$ cat src/rtl/serial_subtractor_pkg.sv
// Purpose: shared types and the one-bit full-subtractor function for serial_subtractor.
// Latency: n/a (declarations only).
// Backpressure: n/a.
package serial_subtractor_pkg;

    localparam int WIDTH_MAX = 64;

    typedef enum logic [1:0] {
        IDLE  = 2'd0,
        SHIFT = 2'd1,
        DONE  = 2'd2
    } state_t;

    typedef struct packed {
        logic d;   // difference bit
        logic bo;  // borrow out
    } fs_out_t;

    // One bit of x - y - bi.
    function automatic fs_out_t fs_bit(input logic x, input logic y, input logic bi);
        fs_out_t r;
        r.d  = x ^ y ^ bi;
        r.bo = (~x & y) | (~(x ^ y) & bi);
        return r;
    endfunction

endpackage

$ cat src/rtl/fs_cell.sv
// Purpose: combinational one-bit full subtractor, d = x - y - bi with borrow bo.
// Latency: 0 cycles (pure combinational).
// Backpressure: none; the parent owns sequencing and the borrow register.
// Ports: x, y, bi (inputs); d, bo (outputs).
module fs_cell
    import serial_subtractor_pkg::*;
(
    input  logic x,
    input  logic y,
    input  logic bi,
    output logic d,
    output logic bo
);

    fs_out_t r;

    assign r  = fs_bit(x, y, bi);
    assign d  = r.d;
    assign bo = r.bo;

endmodule

$ cat src/rtl/serial_subtractor.sv
// Purpose: bit-serial WIDTH-bit subtractor, diff = a - b - bin, LSB first, one bit per clock.
// Latency: start accepted at edge 0, bits at edges 1..WIDTH, done pulses in the cycle after edge WIDTH.
// Backpressure: start is ignored while busy; one operation per WIDTH+2 cycles with start held high.
// Ports: clk, rst_n (async active-low); start, a, b, bin in; busy, done, diff, borrow_out out.
// Optional: define SERIAL_SUBTRACTOR_OVF_EN to add the signed-overflow output ovf.
module serial_subtractor
    import serial_subtractor_pkg::*;
#(
    parameter int WIDTH = 8
) (
    input  logic             clk,
    input  logic             rst_n,
    input  logic             start,
    input  logic [WIDTH-1:0] a,
    input  logic [WIDTH-1:0] b,
    input  logic             bin,
    output logic             busy,
    output logic             done,
    output logic [WIDTH-1:0] diff,
    output logic             borrow_out
`ifdef SERIAL_SUBTRACTOR_OVF_EN
    ,
    output logic             ovf
`endif
);

    localparam int CNT_W = $clog2(WIDTH) + 1;

    state_t            state;
    state_t            state_nxt;
    logic [WIDTH-1:0]  a_sh;
    logic [WIDTH-1:0]  b_sh;
    logic [WIDTH-1:0]  res_sh;
    logic              br;
    logic [CNT_W-1:0]  cnt;
    logic              cell_d;
    logic              cell_bo;
    logic              last_bit;

    assign last_bit = (cnt == CNT_W'(WIDTH - 1));

    fs_cell u_cell (
        .x  (a_sh[0]),
        .y  (b_sh[0]),
        .bi (br),
        .d  (cell_d),
        .bo (cell_bo)
    );

    always_comb begin
        state_nxt = state;
        case (state)
            IDLE:    if (start)    state_nxt = SHIFT;
            SHIFT:   if (last_bit) state_nxt = DONE;
            DONE:                  state_nxt = IDLE;
            default:               state_nxt = IDLE;
        endcase
    end

    // busy/done are registered from the next state so they line up with state.
    always_ff @(posedge clk or negedge rst_n) begin
        if (!rst_n) begin
            state <= IDLE;
            busy  <= 1'b0;
            done  <= 1'b0;
        end else begin
            state <= state_nxt;
            busy  <= (state_nxt != IDLE);
            done  <= (state_nxt == DONE);
        end
    end

    always_ff @(posedge clk or negedge rst_n) begin
        if (!rst_n) begin
            a_sh       <= '0;
            b_sh       <= '0;
            res_sh     <= '0;
            br         <= 1'b0;
            cnt        <= '0;
            diff       <= '0;
            borrow_out <= 1'b0;
`ifdef SERIAL_SUBTRACTOR_OVF_EN
            ovf        <= 1'b0;
`endif
        end else begin
            case (state)
                IDLE: begin
                    if (start) begin
                        a_sh <= a;
                        b_sh <= b;
                        br   <= bin;
                        cnt  <= '0;
                    end
                end
                SHIFT: begin
                    a_sh   <= a_sh >> 1;
                    b_sh   <= b_sh >> 1;
                    res_sh <= {cell_d, res_sh[WIDTH-1:1]};
                    br     <= cell_bo;
                    cnt    <= cnt + CNT_W'(1);
                    // Results are published only on the edge entering DONE.
                    if (last_bit) begin
                        diff       <= {cell_d, res_sh[WIDTH-1:1]};
                        borrow_out <= cell_bo;
`ifdef SERIAL_SUBTRACTOR_OVF_EN
                        // On the final step a_sh[0]/b_sh[0] are the operand sign bits.
                        ovf        <= (a_sh[0] ^ b_sh[0]) & (a_sh[0] ^ cell_d);
`endif
                    end
                end
                default: ;
            endcase
        end
    end

endmodule
$ cat config.mk
export PLATFORM = sky130hd
export DESIGN_NAME = serial_subtractor
export DESIGN_NICKNAME = d
export VERILOG_FILES = /design/src/rtl/serial_subtractor_pkg.sv /design/src/rtl/fs_cell.sv /design/src/rtl/serial_subtractor.sv
export SDC_FILE = /design/constraint.sdc
export NUM_CORES = 1
export LEC_CHECK = 0
export CORE_MARGIN = 2
export CORE_UTILIZATION = 46
export DETAILED_ROUTE_END_ITERATION = 16
export PLACE_DENSITY_LB_ADDON = 0.25
export SLEW_MARGIN = 0
export SYNTH_ARGS = -nofsm -noshare
export SYNTH_HDL_FRONTEND = slang
export SYNTH_SLANG_ARGS = --single-unit
$ cat constraint.sdc
create_clock -name clk -period 1.5 [get_ports clk]
set_input_delay 0.3 -clock clk [delete_from_list [all_inputs] [get_ports clk]]
set_output_delay 0.3 -clock clk [all_outputs]
set_load 0.01 [all_outputs]
* After elaboration in Yosys (flattened, before gate mapping) *
Cells that the tools add are included.

operators by class
  equality and inequality tests = 4
  add/subtract/negate cells = 1
  bitwise gates (word level) = 7
  reduce and logical (&&, ||, !) cells = 5
  multiplexer cells = 11

operators by type and width
  cell                                                                   count
  8-bit case mux with 2 select lines                                     2
  8-bit 2-to-1 mux                                                       2
  4-bit case mux with 2 select lines                                     1
  4-bit by 1-bit adder with 4-bit output, second input constant          1
  4-bit by 3-bit equality test with 1-bit output, second input constant  1
  2-bit 2-to-1 mux                                                       2
  4-bit 2-to-1 mux                                                       1
  2-bit case mux with 2 select lines                                     1
  2-bit AND reduction                                                    2
  2-bit nonzero test                                                     2
  1-bit bitwise AND                                                      2
  2-bit by 1-bit equality test with 1-bit output, second input constant  1
  2-bit equality test, second input constant                             1
  2-bit logical NOT                                                      1
  2-bit inequality test, second input constant                           1
  1-bit inverter                                                         2
  1-bit case mux with 2 select lines                                     1
  1-bit XOR                                                              2
  1-bit 2-to-1 mux                                                       1
  1-bit bitwise OR                                                       1

storage, ports and cells
  input bits = 20
  register bits after elaboration = 42

* Depth between registers and ports, before layout *
  depth in word-level cells = 5
  mapped depth = 4
  mapped depth without buffers = 4

* Hierarchy *
A second synthesis with hierarchy kept.

unflattened totals
  cell total of the unflattened synthesis = 176
  area total of the unflattened synthesis = 1828.0 sq um

modules (own cells, without submodules)
  module             times used  cells each  sequential area each (sq um)  area each (sq um)
  serial_subtractor  1           172         1026.0                        1796.7
  fs_cell            1           4           0.0                           31.3

* Least setup slack after synthesis *
OpenSTA, ideal clock, no wires.

  kind = reg-to-reg
  start point = register cnt[0]
  end point = register borrow_out
  setup slack = -8 ps
  library setup time = 125 ps
  required time = 1375 ps
  stages on the path, launching flop included = 5
  arrival time = 1384 ps
  buffers on the path = 0
  path through = dfrtp_1 > ha_1 > nand2_2 > nor3_4 > mux2_2

on the way
  cells in the longest elaborated chain, start to end = 2

ends and longest elaborated chain
  item                                            RTL line                  RTL
  start: declaration                              serial_subtractor.sv:35   logic [CNT_W-1:0] cnt;
  start signal: assignment                        serial_subtractor.sv:100  cnt <= cnt + CNT_W'(1);
  4-bit by 3-bit equality test with 1-bit output  serial_subtractor.sv:40   assign last_bit = (cnt == CNT_W'(WIDTH - 1));
  2-bit AND reduction (no line)                   --
  end signal: assignment                          serial_subtractor.sv:104  borrow_out <= cell_bo;
  end: declaration                                serial_subtractor.sv:20   output logic borrow_out

Every way passes these cells.
A chain may end at the register's enable or synchronous reset.

* Worst setup path after layout *
  start point = register diff[0]
  end point = output port diff[0]

RTL lines
  item                      RTL line                  RTL
  start: declaration        serial_subtractor.sv:19   output logic [WIDTH-1:0] diff,
  start signal: assignment  serial_subtractor.sv:103  diff <= {cell_d, res_sh[WIDTH-1:1]};

No word-level cell between the ends.

==> impl_metrics.json <==
{
  "status": "finished, final reports clean",
  "worst_ep_required_time_ns": 1.20,
  "synth_compound_area_share_pct": 16.6,
  "synth_top_family_by_area": "compound AO/OA/AOI/OAI gates",
  "portBuffers": 30,
  "yosys_warnings": 0,
  "startpoint_type": "register",
  "timing.fmax_mhz": 689,
  "min_path_type": "reg2reg",
  "first_iter_violations": 62,
  "startpoint": "diff[0]",
  "row_count": 22,
  "worstPathMaxFanout": 2,
  "synth.area.mux_share_pct": 5.84,
  "hold_viol": 0,
  "synth_cells": 157,
  "finalSetupTns_ns": 0,
  "crit_type": "reg2out",
  "path_delay_family": "buffers and inverters",
  "crit_end": "diff[0]",
  "timing.final.crit_share_pct": 96.8,
  "wl_per_cell_um": 13.2,
  "dr.pass1.iters": 4,
  "setup.worst_path.end_class": "primary output",
  "grt_pass1_wl_um": 5790,
  "finalClockSkew_ns": 0.00600,
  "dieArea_um2": 4230,
  "rrSetupSlack_ns": 0.07,
  "syn_area_um2": 1720,
  "layout-drive-gt1-share_pct": 16.4,
  "nFillCells": 312,
  "tightest_slew_ns": 0.335,
  "synth-xor-area-share_pct": 0,
  "finalPower_mw": 4.35,
  "reg2reg_from": "cnt[1]",
  "track_usage_pct": 18.0,
  "p_per_area_nw_per_um2": 1880,
  "synthSimpleGateAreaFrac_pct": 13.0,
  "clkTransAtPathRegs_ns": 0.07,
  "htree_num_levels": 2,
  "cts_sinks": 41,
  "place.gp.congestion": 0.735,
  "clk_latency_ns": 0.29,
  "ff_latch_area_um2": 1030,
  "fin_hold_ws_ns": 0.485,
  "cp_num_cells": 1,
  "r2r_cells": 5,
  "gr-total-overflow": 0,
  "peakVddDrop_uv": 927,
  "syn_nets": 179,
  "syn_avg_cell_area_um2": 10.9,
  "pin_count": 31,
  "cts_tree": "done",
  "grt_pass1_vias": 1325,
  "hpwl_um": 2400,
  "routed_via_density": 5.17,
  "slowest_delay_ns": 0.53,
  "vias": 1287,
  "core-area_um2": 3630,
  "worst-path-buf-inv": 1,
  "setup_violations": 0,
  "yosysSeqAreaShare_pct": 59.8,
  "path_cells": "clkdlybuf4s50_1",
  "drv_cap": 0,
  "cts_buffers": 5,
  "ctsLongestPathBuffers": 2,
  "leakage_nw": 1.12,
  "rsz0062_at_grt": "false",
  "drc": 0,
  "fin_crit_ns": 1.45,
  "multi_input_area_um2": 642,
  "die_w_um": 65.1,
  "ant_nets": 0,
  "maxSlewViolCount": 0,
  "rr_endpoint": "diff[2]",
  "ys_ff_latch": 41,
  "synth_fa_ha_area_share_pct": 1.90,
  "cp.arrival_ns": 1.15,
  "cts_root_buf": "clkbuf_8",
  "antenna_cells": 0,
  "wl_um": 3290,
  "die_y_um": 65.1,
  "start_util_pct": 47.2,
  "slowest_stage": "clkdlybuf4s50_1",
  "ys_types": 27,
  "antenna_found_initial": 0,
  "grt_max_degree": 42,
  "slew_headroom_pct": 77.6,
  "syn2layout_area_growth_pct": 35.2,
  "fin_nets": 222
}
[cells in the mapped netlist (all sizes together)]
master   n  area (um2)
buf      3        15.0
a32o     1        10.0
fa       1        20.0
o21bai   1        11.3
nor2     1        3.75
inv      4        15.0
nand2   35         134
a31oi    2        12.5
nand3    1        5.00
a22o     1        8.76
a22oi   15         113
o22ai    1        6.26
clkbuf   5        18.8
ha       1        12.5
nand2b   1        6.26
mux2i    1        10.0
dfrtp   41        1030
o21ai   19        95.1
nor3b    1        7.51
nor3     2        21.3
and2b    1        7.51
a41oi    1        8.76
nor2b    6        37.5
mux2     8        90.1
a21oi    4        20.0
[sequential cells by signal, summed over array words and instances (netlist names)]
signal / count
a_sh: 8
busy: 1
res_sh: 7
borrow_out: 1
br: 1
done: 1
state: 2
b_sh: 8
cnt: 4
diff: 8
[cells in the final DEF (no fill, tap or decap), types with 2 or more instances in the layout]
cell / n
dlymetal6s2s_1: 8
o21ai_0: 19
a31oi_1: 2
a21oi_1: 4
nor2b_1: 6
clkbuf_8: 6
clkdlybuf4s50_1: 21
buf_12: 3
mux2_2: 8
a22oi_1: 15
nand2_1: 34
buf_4: 10
inv_1: 4
dfrtp_1: 41
[metal layers]
metal | wire, um | part of all wire, % | GRT usage (%)
met5 | 0 | 0 | 0
met4 | 15 | 0.46 | 4.69
met3 | 178 | 5.4 | 5.73
met2 | 1760 | 53 | 32.0
met1 | 1340 | 41 | 20.9
[through the flow]
step / utilization (%) / cells / worst slack (ns) / instance area [um2]
global route: 63.8 / 249 / 0.00888 / 2320
finish: 63.8 / 249 / 0.0481 / 2320
floorplan: - / 157 / 0.0409 / 1720
global placement: 59.8 / 240 / -0.0650 / 2170
detailed placement: 59.8 / 240 / -0.124 / 2170
CTS: 63.3 / 249 / 0.00427 / 2300
[final cells by class]
type	instances	share of cell area [%]
clock inverter	1	1.29
multi-input combinational	104	27.7
sequential	41	44.2
inverter	4	0.647
clock buffer	7	3.72
tap	48	2.59
timing repair buffer	44	19.8
[where the power goes]
| group | switching, mW | internal, mW | leakage, nW | total (mW) |
|---|---|---|---|---|
| logic | 0.777 | 0.850 | 0.534 | 1.63 |
| registers | 0.277 | 1.56 | 0.524 | 1.83 |
| clock network | 0.348 | 0.542 | 0.0585 | 0.890 |
[cell families after synthesis]
kind of cell	Yosys count
mux	9
buf+inv	12
simple gates	48
compound gates	45
fa+ha+maj	2
flops	41
[how the worst min path moves through the flow]
stage / slack (ns) / cells past startpoint / start / to
6_report: 0.48 / 2 / res_sh[1] / res_sh[1]
2_1_floorplan: 0.004 / 0 / rst_n / a_sh[0]
5_1_grt: 0.52 / 1 / diff[0] / diff[0]
4_1_cts: 0.49 / 2 / a_sh[1] / a_sh[1]
3_5_place_dp: 0.29 / 2 / rst_n / done
3_3_place_gp: 0.28 / 2 / rst_n / diff[0]
[timing repair]
item	4_1_cts	5_1_grt
setup buffers	0	0
endpoints found under the setup margin	0	17
hold buffers	1	0
hold endpoints to repair	41	0
gates resized for setup	0	9
No activity file was read; power rests on OpenSTA's default activity.
